**config.mk**
```make
export PLATFORM = sky130hd
export DESIGN_NAME = touch_debounce
export DESIGN_NICKNAME = d
export VERILOG_FILES = /design/src/rtl/touch_debounce.sv
export SDC_FILE = /design/constraint.sdc
export NUM_CORES = 1
export LEC_CHECK = 0
export BUFFER_PORTS_ARGS = -buffer_cell sky130_fd_sc_hd__buf_2
export CAP_MARGIN = 20
export CORE_AREA = 2 2 117 119
export CTS_BUF_LIST = sky130_fd_sc_hd__clkbuf_2
export DETAILED_ROUTE_END_ITERATION = 10
export DIE_AREA = 0 0 119 121
export GPL_TIMING_DRIVEN = 0
export PLACE_DENSITY_LB_ADDON = 0.12
export RECOVER_POWER = 100
export SETUP_SLACK_MARGIN = 0.1
export SYNTH_ARGS = -nofsm -noshare
export SYNTH_HDL_FRONTEND = slang
export SYNTH_SLANG_ARGS = --single-unit
```
**constraint.sdc**
```tcl
create_clock -name clk -period 5.23 [get_ports clk]
set_clock_uncertainty 0.2 [all_clocks]
set_input_delay 0.7845 -clock clk [delete_from_list [all_inputs] [get_ports clk]]
set_output_delay 0.7845 -clock clk [all_outputs]
set_load 0.005 [all_outputs]
```
**src/rtl/touch_debounce.sv**
```systemverilog
// Touch-sample debouncer: qualifies raw driver samples and emits one {x,y} press event per stable touch.
// Optional auto-repeat while held is compiled in with `define TOUCH_REPEAT_EN.
module touch_debounce #(
  parameter int CONFIRM_N   = 3,
  parameter int RELEASE_N   = 3,
  parameter int JITTER      = 8,
  parameter int TIMEOUT_CYC = 5_000_000,
  parameter int REPEAT_CYC  = 25_000_000
) (
  input  logic        clk,
  input  logic        rstn,
  input  logic        raw_valid,
  input  logic        raw_touch,
  input  logic [15:0] raw_x,
  input  logic [15:0] raw_y,
  output logic [31:0] touch_data,
  output logic        touch_pressed
);

  localparam int CNT_W  = $clog2(CONFIRM_N + 1);
  localparam int RCNT_W = $clog2(RELEASE_N + 1);
  localparam int TMO_W  = $clog2(TIMEOUT_CYC + 1);

  typedef enum logic [1:0] {IDLE, CONFIRM, PRESSED, RELEASE} state_t;

  state_t              state, state_nxt;
  logic [15:0]         ax, ay, ax_nxt, ay_nxt;
  logic [CNT_W-1:0]    cnt, cnt_nxt;
  logic [RCNT_W-1:0]   rcnt, rcnt_nxt;
  logic [TMO_W-1:0]    tcnt, tcnt_nxt;
  logic signed [16:0]  dx, dy;
  logic                touch_ok, in_win, tmo_hit, emit, rpt_hit;
  logic [31:0]         evt_p1;

  function automatic logic [16:0] abs17(input logic signed [16:0] v);
    abs17 = v[16] ? $unsigned(-v) : $unsigned(v);
  endfunction

  function automatic logic [CNT_W-1:0] sat_cnt(input logic [CNT_W-1:0] v);
    sat_cnt = (v >= CNT_W'(CONFIRM_N)) ? CNT_W'(CONFIRM_N) : v + 1'b1;
  endfunction

  function automatic logic [RCNT_W-1:0] sat_rcnt(input logic [RCNT_W-1:0] v);
    sat_rcnt = (v >= RCNT_W'(RELEASE_N)) ? RCNT_W'(RELEASE_N) : v + 1'b1;
  endfunction

  // Coordinate (0,0) is reserved as "no event", so it never qualifies as a touch.
  assign touch_ok = raw_valid && raw_touch && ({raw_x, raw_y} != 32'd0);
  assign dx       = $signed({1'b0, raw_x}) - $signed({1'b0, ax});
  assign dy       = $signed({1'b0, raw_y}) - $signed({1'b0, ay});
  assign in_win   = (abs17(dx) <= 17'(JITTER)) && (abs17(dy) <= 17'(JITTER));
  assign tmo_hit  = (state != IDLE) && !raw_valid && (tcnt == TMO_W'(TIMEOUT_CYC - 1));

  always_comb begin
    state_nxt = state;
    ax_nxt    = ax;
    ay_nxt    = ay;
    cnt_nxt   = cnt;
    rcnt_nxt  = rcnt;
    emit      = 1'b0;
    if (tmo_hit) begin
      state_nxt = IDLE;
    end else if (raw_valid) begin
      unique case (state)
        IDLE: begin
          if (touch_ok) begin
            ax_nxt    = raw_x;
            ay_nxt    = raw_y;
            cnt_nxt   = CNT_W'(1);
            state_nxt = CONFIRM;
          end
        end
        CONFIRM: begin
          if (!touch_ok) begin
            state_nxt = IDLE;
          end else if (in_win) begin
            cnt_nxt = sat_cnt(cnt);
            if (cnt_nxt == CNT_W'(CONFIRM_N)) begin
              emit      = 1'b1;
              state_nxt = PRESSED;
            end
          end else begin
            ax_nxt  = raw_x;
            ay_nxt  = raw_y;
            cnt_nxt = CNT_W'(1);
          end
        end
        PRESSED: begin
          if (!touch_ok) begin
            if (RELEASE_N <= 1) begin
              state_nxt = IDLE;
            end else begin
              rcnt_nxt  = RCNT_W'(1);
              state_nxt = RELEASE;
            end
          end
        end
        RELEASE: begin
          if (touch_ok) begin
            state_nxt = PRESSED;
          end else begin
            rcnt_nxt = sat_rcnt(rcnt);
            if (rcnt_nxt == RCNT_W'(RELEASE_N)) state_nxt = IDLE;
          end
        end
      endcase
    end
  end

  always_comb begin
    tcnt_nxt = tcnt + 1'b1;
    if (state == IDLE || raw_valid || tmo_hit) tcnt_nxt = '0;
  end

`ifdef TOUCH_REPEAT_EN
  localparam int RPT_W = $clog2(REPEAT_CYC + 1);
  logic [RPT_W-1:0] rpt;

  assign rpt_hit = (state == PRESSED) && (rpt == RPT_W'(REPEAT_CYC - 1));

  // Counts only while held; frozen across a tentative release, cleared everywhere else.
  always_ff @(posedge clk) begin
    if (rstn) begin
      rpt <= '0;
    end else if (state == PRESSED) begin
      rpt <= rpt_hit ? '0 : rpt + 1'b1;
    end else if (state != RELEASE) begin
      rpt <= '0;
    end
  end
`else
  // Repeat compiled out: the term is constant false.
  assign rpt_hit = (REPEAT_CYC < 0);
`endif

  // Stage p1: registered state and one-cycle event
  always_ff @(posedge clk) begin
    if (rstn) begin
      state  <= IDLE;
      ax     <= '0;
      ay     <= '0;
      cnt    <= '0;
      rcnt   <= '0;
      tcnt   <= '0;
      evt_p1 <= '0;
    end else begin
      state  <= state_nxt;
      ax     <= ax_nxt;
      ay     <= ay_nxt;
      cnt    <= cnt_nxt;
      rcnt   <= rcnt_nxt;
      tcnt   <= tcnt_nxt;
      evt_p1 <= (emit || rpt_hit) ? {ax, ay} : 32'd0;
    end
  end

  assign touch_data    = evt_p1;
  assign touch_pressed = (state == PRESSED) || (state == RELEASE);

endmodule
```
==> Yosys cells after proc, flatten, opt, wreduce, memory -nomap -nowiden <==
Cells that the tools add are included.
{ "totals": {"ram_bits": 0, "latchBits": 0, "output_inout_bits": 33, "rom_bits": 0, "ff_bits": 93, "memories": 0} }
{ "op_classes": {"n_shift": 0, "n_reduce_logical": 21, "bitwise_logic": 2, "n_div": 0, "mux": 32, "n_mul": 0, "addsub": 7, "n_eq_ne": 14, "magnitude_cmp": 4} }
{ "op_table": {"columns": ["op", "count"], "rows": [
  ["16-bit 2-to-1 mux", 6],
  ["16-bit case mux with 2 select lines", 2],
  ["17-bit by 4-bit <= comparator with 1-bit output, second input constant", 2],
  ["17-bit 2-to-1 mux", 2],
  ["17-bit negator", 2],
  ["16-bit by 16-bit subtractor with 17-bit output", 2],
  ["32-bit nonzero test", 1],
  ["2-bit 2-to-1 mux", 13],
  ["23-bit by 1-bit adder with 23-bit output, second input constant", 1],
  ["23-bit equality test, second input constant", 1],
  ["6-bit AND reduction", 2],
  ["2-bit inequality test, second input constant", 5],
  ["5-bit AND reduction", 2],
  ["3-bit inequality test, second input constant", 3],
  ["2-bit equality test, second input constant", 4],
  ["2-bit case mux with 2 select lines", 2],
  ["2-bit case mux with 4 select lines", 1],
  ["1-bit 2-to-1 mux", 6],
  ["2-bit nonzero test", 3],
  ["2-bit OR reduction", 3],
  ["1-bit logical AND", 5],
  ["2-bit by 1-bit adder with 2-bit output, second input constant", 2],
  ["2-bit >= comparator, second input constant", 2],
  ["1-bit logical OR", 3],
  ["4 further kinds", 5]
]} }

==> Depth between registers and ports, before layout <==
{ "logic_depth": {"ltp_word": 12, "ltp_mapped": 17, "ltp_nobuf": 15} }

==> Worst setup path before layout <==
No wires, ideal clock.
{ "synth_timing": {"path_type": "input -> register", "from": "input port raw_x[0]", "to": "register ax[0]", "t_arrival_ns": 4.270, "slack_ns": 0.640, "t_required_ns": 4.910, "cell_stages": 16, "setup_time_ns": 0.120, "path_buffers": 1, "cell_sequence": "inv_1 ha_1 inv_1 fa_1 a211oi_4 o21ai_2 a41oi_1 nand3_1 or4_1 a311o_1 a32o_1 a211oi_2 nor4b_4 a21oi_2 buf_6 mux2i_1"} }
{ "synth_between": {"elab_chain_cells": 7} }
{ "synth_rtl": {"columns": ["item", "line", "rtl"], "rows": [
  ["from (decl)", "14", "input logic [15:0] raw_x,"],
  ["16-bit by 16-bit subtractor with 17-bit output", "49", "assign dx = $signed({1'b0, raw_x}) - $signed({1'b0, ax});"],
  ["17-bit negator", "36", "abs17 = v[16] ? $unsigned(-v) : $unsigned(v);"],
  ["17-bit 2-to-1 mux", "36", null],
  ["17-bit by 4-bit <= comparator with 1-bit output", "51", "assign in_win = (abs17(dx) <= 17'(JITTER)) && (abs17(dy) <= 17'(JITTER));"],
  ["1-bit logical AND", "51", null],
  ["2-bit inequality test (no source line)", null, null],
  ["6-bit AND reduction (no source line)", null, null],
  ["to (signal assigned)", "148", "ax <= ax_nxt;"],
  ["to (decl)", "27", "logic [15:0] ax, ay, ax_nxt, ay_nxt;"]
]} }
Parallel ways exist; a longest one is shown, timed or not. The select of a mux whose other input is x is not followed.
A chain may end at the register's enable or synchronous reset.

==> Worst setup path in the final report <==
{ "layout_timing": {"from": "register ax[0]", "to": "register evt_p1[13] (netlist: touch_data[13])"} }
{ "layout_between": {"elab_chain_cells": 12} }
{ "layout_rtl": {"columns": ["item", "line", "rtl"], "rows": [
  ["16-bit by 16-bit subtractor with 17-bit output (*)", "49", null],
  ["17-bit negator", "36", null],
  ["17-bit 2-to-1 mux (*)", "36", null],
  ["17-bit by 4-bit <= comparator with 1-bit output (*)", "51", null],
  ["1-bit logical AND (*)", "51", null],
  ["1-bit 2-to-1 mux (*)", "76", "end else if (in_win) begin"],
  ["1-bit 2-to-1 mux (*)", "74", "if (!touch_ok) begin"],
  ["1-bit 2-to-1 mux (*)", "64", "unique case (state)"],
  ["1-bit 2-to-1 mux (*)", "63", "end else if (raw_valid) begin"],
  ["1-bit 2-to-1 mux (*)", "61", "if (tmo_hit) begin"],
  ["1-bit NOT (no source line) (*)", null, null],
  ["2-bit OR reduction (no source line) (*)", null, null],
  ["to (signal assigned)", "153", "evt_p1 <= (emit || rpt_hit) ? {ax, ay} : 32'd0;"],
  ["to (decl)", "33", "logic [31:0] evt_p1;"]
]} }
Mark *: on every way between the ends. The rest lies on a longest branch, timed or not.

==> impl_results.md <==
- Max FO, Critical Path: 10
- CTS Hold Bufs: 0
- Row Count: between 40 and 50
- Nets: 998
- Port Buf Inserts: 68
- Vias per inst: 5.715
- CP required: 5.58 ns
- Largest net degree at the start of global routing: 18
- Max clock buf depth: 2
- Synth Warn #: 0
- Sequential area share after synthesis: approximately 28%
- F_max: just over 200 MHz
- IO Count: a little under 70
- WL final: approximately 18000 um
- Unique masters post-synth: 75
- Chip Height: approximately 120 um
- RSZ-0062 raised after global routing: no
- CTS tree: yes
- Iteration-0 DRC Markers: 518
- Critical Path End Type: flip-flop
- MaxCap Viol Count: 0
- RD Place Congestion: 0.8884
- Core area: 13090 um^2
- PD cells: 231.9 nW/um^2
- Slew Limit Fails: 0
- DP Wirelength: around 14000 um
- DP Worst Slack: -0.3428 ns
- Peak supply drop: ~0.13 mV
- Global-route wire length before repair: 28800 um
- Setup CP Type: reg -> reg
- Clock Pin Slew Worst Setup and Hold Paths: 0.29 ns
- Gr ovfl total: 0
- DIE AREA: between 10000 and 15000 um^2
- DR vias: 6338
- Layout cells sized above 1: 12.34%
- Fillers: ~1200
- Routed Antenna Nets: 0
- Clock sink count: 93
- Ys async rst share: 0%
- WL/cell: 15.97 um
- Setup violators final: 0
- Layout overhead on the synthesized area: 11.67%
- Vias in the first global route: approximately 6000
- Minimum clock period after layout: 4.909 ns
- Num CTS Buffers: 9
- Total track usage: between 20% and 30%
- Area share of the largest cell type after synthesis: about 28%
- CTS root buf: clkbuf_2
- Syn Area/Cell: 8.038 um^2
- First drt pass iteration count: 5
- WHS: 0.2243 ns
- H-tree depth: 3
- DR DRC count: 0
- Synthesized cell area: 6768 um^2
- Die W: about 120 um
- Number of synthesized register bits: 93
- Status: finished clean
- Synth area leader: dfxtp_1
- Initial core utilization: 51.72%
- Tightest Pin Transition: 1.016 ns
- Most frequent cell after synthesis: dfxtp_1
- Initial antenna violation count: 1
- Worst R2R Setup Slack: 0.32 ns
- Tcrit/Tclk final: 93.86%
- Top cells by area, synth: dfxtp_1 (28%), nand2b_1 (7.0%), ha_1 (6.1%)
- Slew headroom: between 30% and 40%
- Syn Inst Count: approximately 840
- Syn Nets: just over 900
- Post-synth EDFFs: 0
- Hold Fails Final Rpt: 0
- Hold WC Path Type: in -> reg
- Worst Path Arrival: 5.26 ns
- Leakage: ~2.9 nW
- Min setup slack post-route: 0.3213 ns
- Clk_lat worst skew: ~0.60 ns
- Ys flop type: dfxtp_1
- CP startpoint kind: flip-flop
- Synth cell count leaders: dfxtp_1 (93), nand2b_1 (76), nor2_1 (65)
## worst max-delay path, stage by stage, from the launching register on
cell and delay, ns:
dfxtp_1 0.48, ha_1 0.24, inv_1 0.07, fa_1 0.46
a211oi_4 0.34, o21ai_2 0.17, a41oi_1 0.36, nand3_1 0.21
or4_1 0.56, a311o_1 0.35, a32o_1 0.29, a211oi_2 0.16
nor4b_4 0.29, and3_2 0.36, buf_4 0.20, and2_0 0.14
## sequential cells by signal, summed over array words and instances, names as in the netlist, named ones only
register	count
state	1
ay	16
cnt	2
rcnt	2
touch_data	32
ax	16
tcnt	23
## layout by cell type (no fill, tap or decap), types with 11 or more instances in the layout
| master | n |
|---|---|
| a211oi_1 | 11 |
| a21oi_1 | 40 |
| and2_1 | 34 |
| and3_1 | 14 |
| buf_2 | 63 |
| clkbuf_1 | 34 |
| dfxtp_1 | 93 |
| ha_1 | 33 |
| inv_1 | 48 |
| mux2i_1 | 37 |
| nand2_1 | 48 |
| nand2b_1 | 76 |
| nand3_1 | 34 |
| nand4_1 | 14 |
| nor2_1 | 65 |
| nor4_1 | 13 |
| o211ai_1 | 11 |
| o21ai_0 | 28 |
| xnor2_1 | 20 |
| xor2_1 | 21 |
## cell type report
| type | instances | area, um^2 | area share (%) |
|---|---|---|---|
| Clock inverter | 7 | 105.1 | 1.391 |
| Multi-Input combinational cell | 664 | 4579 | 60.60 |
| Clock buffer | 9 | 45.04 | 0.5960 |
| Antenna cell | 1 | 2.502 | 0.03311 |
| Tap cell | 176 | 220.2 | 2.914 |
| Buffer | 37 | 186.4 | 2.467 |
| Inverter | 48 | 180.2 | 2.384 |
| Timing Repair Buffer | 74 | 376.6 | 4.983 |
| Sequential cell | 93 | 1862 | 24.64 |
## report_power, final
group          switching [W]  internal [W]  leakage [nW]
combinational       0.000355      0.000225          2.09
clock               0.000268      0.000166        0.0850
sequential         0.0000116      0.000726         0.753
## stage by stage
step           util, %  cell area (um^2)  setup TNS, ns  std cells  power [W]
6_report         57.75              7557              0       1109   0.001752
5_1_grt          57.75              7557              0       1109   0.001851
4_1_cts          57.23              7488              0       1103   0.001743
3_5_place_dp     56.08              7338         -17.58       1087   0.001306
3_3_place_gp     56.01              7328         -15.90       1086   0.001296
2_1_floorplan        -              6768              0        842   0.001162
## worst paths after layout
check / cells past startpoint / from / to
worst max-delay path: 15 / ax[0]$_SDFFE_PP0P_ / touch_data[13]$_SDFF_PP0_
worst min-delay path: 3 / raw_y[7] / ay[7]$_SDFFE_PP0P_
worst max register to register: 15 / ax[0]$_SDFFE_PP0P_ / touch_data[13]$_SDFF_PP0_
worst min register to register: 1 / tcnt[0]$_SDFF_PP0_ / tcnt[0]$_SDFF_PP0_
## per-layer routing
| metal | routed length [um] | share of wire (%) | global-route usage, % |
|---|---|---|---|
| met2 | 7641 | 43 | 38.15 |
| met3 | 860 | 4.9 | 3.477 |
| met4 | 586 | 3.3 | 11.38 |
| met1 | 8620 | 49 | 34.67 |
| met5 | 0 | 0 | 0 |
## logic make-up (layout without fill, tap and decap cells)
| logic type | Yosys count | in the layout | share of synthesized area, % |
|---|---|---|---|
| AND/OR/NAND/NOR | 365 | 365 | 30.04 |
| AO/OA/AOI/OAI | 183 | 183 | 19.15 |
| multiplexers | 38 | 38 | 5.639 |
| XOR/XNOR | 43 | 43 | 5.565 |
| flip-flops | 93 | 93 | 27.51 |
| other | 0 | 1 | 0 |
| adder cells (fa/ha/maj) | 35 | 35 | 6.693 |
| buffers and inverters | 85 | 175 | 5.398 |
## timing repair
| action | CTS | global route |
|---|---|---|
| resized for setup | 0 | 10 |
| setup endpoints to repair | 0 | 64 |
| buffers inserted | 0 | 5 |
(Power assumes the default switching activity.)
